--- src/rtl/reg_file_wb_if.sv ---
// rtl/reg_file_wb_if.sv - bus interface for the write-back register file
interface reg_file_wb_if #(
  parameter int DW = 16,
  parameter int AW = 4
);
  logic          WE;
  logic [AW-1:0] WA;
  logic [DW-1:0] WD;
  logic [AW-1:0] RA;
  logic [AW-1:0] RB;
  logic [DW-1:0] OA;
  logic [DW-1:0] OB;
  logic [AW-1:0] DA;
  logic [DW-1:0] DO;
  logic          PEND;

  modport master (
    output WE, WA, WD, RA, RB, DA,
    input  OA, OB, DO, PEND
  );

  modport slave (
    input  WE, WA, WD, RA, RB, DA,
    output OA, OB, DO, PEND
  );
endinterface

--- src/rtl/reg_file_wb.sv ---
// rtl/reg_file_wb.sv - register file with one-entry write-back stage and read forwarding
module reg_file_wb #(
  parameter int DW = 16,
  parameter int AW = 4
) (
  input  logic          CLK,
  input  logic          Reset,
  reg_file_wb_if.slave  bus
);
  localparam int NREG = 1 << AW;

  logic [DW-1:0] mem_q [NREG];
  logic          pv_q, pv_d;
  logic [AW-1:0] pa_q, pa_d;
  logic [DW-1:0] pd_q, pd_d;

  // Next pending entry: capture a write unless it targets r0, else go idle
  always_comb begin
    pv_d = 1'b0;
    pa_d = pa_q;
    pd_d = pd_q;
    if (bus.WE && (bus.WA != '0)) begin
      pv_d = 1'b1;
      pa_d = bus.WA;
      pd_d = bus.WD;
    end
  end

  // Write-back stage register; reset discards an uncommitted write
  always_ff @(posedge CLK) begin
    if (Reset) begin
      pv_q <= 1'b0;
      pa_q <= '0;
      pd_q <= '0;
    end else begin
      pv_q <= pv_d;
      pa_q <= pa_d;
      pd_q <= pd_d;
    end
  end

  // Array update: clear on reset, otherwise commit the entry pending before this edge
  always_ff @(posedge CLK) begin
    if (Reset) begin
      for (int i = 0; i < NREG; i++) begin
        mem_q[i] <= '0;
      end
    end else if (pv_q) begin
      mem_q[pa_q] <= pd_q;
    end
  end

  // Read ports: r0 reads zero, pending entry is forwarded, otherwise array contents
  assign bus.OA = (bus.RA == '0)                 ? '0   :
                  (pv_q && (pa_q == bus.RA))     ? pd_q :
                                                   mem_q[bus.RA];
  assign bus.OB = (bus.RB == '0)                 ? '0   :
                  (pv_q && (pa_q == bus.RB))     ? pd_q :
                                                   mem_q[bus.RB];

  // Debug port sees committed contents only
  assign bus.DO   = (bus.DA == '0) ? '0 : mem_q[bus.DA];
  assign bus.PEND = pv_q;
endmodule

--- src/flat_wrapper.sv ---
// flat-port wrapper written by rule: the top's interface ports become plain ports
module reg_file_wb_flat 
#(
  parameter int DW = 16,
  parameter int AW = 4
)
  (CLK, Reset, bus_WE, bus_WA, bus_WD, bus_RA, bus_RB, bus_DA, bus_OA, bus_OB, bus_DO, bus_PEND);
  reg_file_wb_if #(.DW(DW), .AW(AW)) bus_i ();
  input  logic CLK;
  input  logic Reset;
  input wire logic [$bits(bus_i.WE)-1:0] bus_WE;
  input wire logic [$bits(bus_i.WA)-1:0] bus_WA;
  input wire logic [$bits(bus_i.WD)-1:0] bus_WD;
  input wire logic [$bits(bus_i.RA)-1:0] bus_RA;
  input wire logic [$bits(bus_i.RB)-1:0] bus_RB;
  input wire logic [$bits(bus_i.DA)-1:0] bus_DA;
  output wire logic [$bits(bus_i.OA)-1:0] bus_OA;
  output wire logic [$bits(bus_i.OB)-1:0] bus_OB;
  output wire logic [$bits(bus_i.DO)-1:0] bus_DO;
  output wire logic [$bits(bus_i.PEND)-1:0] bus_PEND;
  assign bus_i.WE = bus_WE;
  assign bus_i.WA = bus_WA;
  assign bus_i.WD = bus_WD;
  assign bus_i.RA = bus_RA;
  assign bus_i.RB = bus_RB;
  assign bus_i.DA = bus_DA;
  assign bus_OA = bus_i.OA;
  assign bus_OB = bus_i.OB;
  assign bus_DO = bus_i.DO;
  assign bus_PEND = bus_i.PEND;
  reg_file_wb #(.DW(DW), .AW(AW)) u_core (.CLK(CLK), .Reset(Reset), .bus(bus_i));
endmodule
--- config.mk ---
export PLATFORM = sky130hd
export DESIGN_NAME = reg_file_wb_flat
export DESIGN_NICKNAME = d
export VERILOG_FILES = /design/src/rtl/reg_file_wb_if.sv /design/src/rtl/reg_file_wb.sv /design/src/flat_wrapper.sv
export SDC_FILE = /design/constraint.sdc
export NUM_CORES = 1
export LEC_CHECK = 0
export CORE_ASPECT_RATIO = 1.75
export CORE_UTILIZATION = 58
export DETAILED_ROUTE_END_ITERATION = 8
export GPL_ROUTABILITY_DRIVEN = 1
export PLACE_DENSITY = 0.89
export SYNTH_ARGS = -nofsm -noshare
export SYNTH_HDL_FRONTEND = slang
export SYNTH_SLANG_ARGS = --single-unit
--- constraint.sdc ---
create_clock -name CLK -period 6.3 [get_ports CLK]
set_input_delay 1.26 -clock CLK [delete_from_list [all_inputs] [get_ports CLK]]
set_output_delay 1.26 -clock CLK [all_outputs]
set_load 0.01 [all_outputs]
==> results_dict.tcl <==
set metrics [dict create \
    status "finished clean" \
    path_class "primary input to output port" \
    synth_top_flop_cell "edfxtp_1" \
    grt_max_degree 45 \
    maxCapViolCount 0 \
    yosysMostFrequentCell "and2_1" \
    post-cts-setup-buffer-count 0 \
    synth_edf_count 256 \
    period_needed_ns 5.45 \
    worst_path_dominant_cell_family "buffers and inverters" \
    vias 12900 \
    skew_ns 0.0184 \
    rr_worst_depth 4 \
    min-delay-start "u_core.pa_q[1]$_SDFFE_PP0P_" \
    antenna_found_initial 1 \
    hold_class "flip-flop to flip-flop" \
    setup_violations 0 \
    max_freq_ghz 0.183 \
    dieArea_sq_um 30300 \
    fin_util_pct 64.5 \
    grt_overflow 0 \
    post-dp-hpwl_mm 37.0 \
    die_y_um 230 \
    holdPathStages 2 \
    slew_viol_final 0 \
    crit_arrival_ns 4.19 \
    cts-root-buf "clkbuf_16" \
    cp-start-kind "primary input" \
    postSynthCellCount 1345 \
    critPathLaunch "bus_RA[2]" \
    drt-total-wl_mm 53.7 \
    htreeDepth 1 \
    synthTopCellsByArea "edfxtp_1 45%, mux4_2 15%, and2_1 9.4%" \
    cts_sinks 277 \
    postRouteAntennaNets 0 \
    core_sq_um 29200 \
    synthTopCellsByCount "257 x and2_1, 256 x edfxtp_1, 160 x mux2i_1" \
    worstReg2RegStart "u_core.pa_q[0]$_SDFFE_PP0P_" \
    syn-num-nets 1380 \
    powerDensity_nw_per_um2 231 \
    maxSlewHeadroom_pct 25.3 \
    rows 83 \
    ir_drop_v 0.000219 \
    synth_area_per_cell_sq_um 12.8 \
    synth_largest_area_cell "edfxtp_1" \
    yosysSeqAreaShare_pct 47.2 \
    start_util_pct 58.8 \
    grtUsageTotal_pct 35.8 \
    end_kind "output port" \
    postCtsResizedCells 0 \
    crit_path_cell_trace "buf_2 > or3b_1 > o22ai_1 > a211oi_1 > a31oi_1 > clkdlybuf4s50_1" \
    hold_viol_final 0 \
    netlist_area_sq_um 17200 \
    path_clk_slew_ns 0.07 \
    pin_count 84 \
    syn_to_final_growth_pct 9.67 \
    grt_pass1_vias 13000 \
    worstMarginPinSlew_ns 1.12 \
    hold_ws_ns 0.615 \
    cp_slowest_cell "or3b_1" \
    synth_cell_types 45 \
    vias_per_cell 7.35 \
    critical_path.max_stage_delay_ns 0.80 \
    portBuffers 83 \
    ys_async_sr_fraction_pct 0 \
    crit_fanout 25 \
    grt_pass1_wl_mm 79.5 \
    fin_crit_sh_pct 86.5 \
    drive_above_1_share_pct 17.5 \
    crit_cells 6 \
    drtIter0Drc 1768 \
    firstDrtPassIters 6 \
    finalSetupTns_ns 0 \
    required_ns 5.04 \
    clockBufferDepth 3 \
    cts_tree "done" \
    antenna_cells 0 \
    yosysWarnings 0 \
    ys_ff_latch 277 \
    path_buf_inv 2 \
    numCtsBuffers 25 \
    die_w_um 132 \
    gp_congestion 0.970 \
    drc 0 \
    leakagePower_nw 6.83 \
    clk_latency_ns 0.56 \
    nets 1389 \
    yosys.area.top_type_share_pct 44.8 \
    postCtsHoldBufs 0 \
    wire_per_inst_um 30.7 \
    rsz0062_at_grt "false" \
]
through the flow:
| step | power, mW | cell area [sq um] | setup WS (ns) | instances |
|---|---|---|---|---|
| 6_report | 4.36 | 18800 | 0.850 | 1753 |
| 5_1_grt | 4.44 | 18800 | 0.794 | 1753 |
| 3_5_place_dp | 2.85 | 18000 | 0.954 | 1709 |
| 2_1_floorplan | 2.58 | 17200 | 2.46 | 1345 |
| 3_3_place_gp | 2.83 | 18000 | 1.02 | 1709 |
| 4_1_cts | 4.33 | 18800 | 0.948 | 1753 |
cell families after synthesis:
group | count (synthesis) | synth area share (%)
xor gates and xnor gates | 8 | 0.408
and+or+nand+nor | 395 | 13.5
DFF | 277 | 47.2
AOI/OAI and AO/OA | 242 | 9.99
muxes | 274 | 24.2
buffers and inverters | 149 | 4.65
final cells by class:
type,instances,area (sq um)
inverters,1,3.75
fillers,2107,10400
repair buffers,130,1190
multi-input cells,919,8260
well taps,382,478
clock buffers,27,633
clock inverters,17,146
flip-flops and latches,277,8110
worst register-to-register path: cells and delay by family, from the launching register on:
kind	cells	cell delay (ns)
buffers and inverters	1	0.29
AND/OR/NAND/NOR	3	1.16
flip-flops	1	0.56
power breakdown:
part	switching, mW	internal [mW]
Sequential	0.0898	2.07
Combinational	0.373	0.300
Clock	0.711	0.810
Total	1.17	3.18
cell usage in the layout, fill, tap and decap left out, types with 32 or more instances in the layout:
cell / Yosys / routed
a211oi_1: 44 / 44
mux4_2: 112 / 112
o31ai_1: 32 / 32
nand2_1: 42 / 42
clkdlybuf4s50_1: 0 / 75
mux2i_1: 160 / 160
a21oi_1: 33 / 33
and2_1: 257 / 257
buf_4: 13 / 47
o22ai_1: 64 / 64
edfxtp_1: 256 / 256
worst paths after layout:
path / to / slack [ns]
worst max-delay path: bus_OA[8] / 0.85
worst min-delay path: u_core.pa_q[1]$_SDFFE_PP0P_ / 0.61
worst max register to register: u_core.mem_q[7][6]$_SDFFCE_PN0P_ / 3.90
worst min register to register: u_core.pa_q[1]$_SDFFE_PP0P_ / 0.61
per-layer routing:
layer,vias up,GRT usage (%),wire length (um)
li1,5229,-,-
met1,6352,42.2,17700
met2,1041,58.8,26200
met3,270,7.24,6190
met4,0,24.7,3720
met5,-,0,0
sequential cells by signal (all words and copies together), names as in the netlist:
name and cells:
u_core.bus.PEND 1, u_core.pd_q 16, u_core.pa_q 4, u_core.mem_q 256
(Power assumes the default switching activity.)
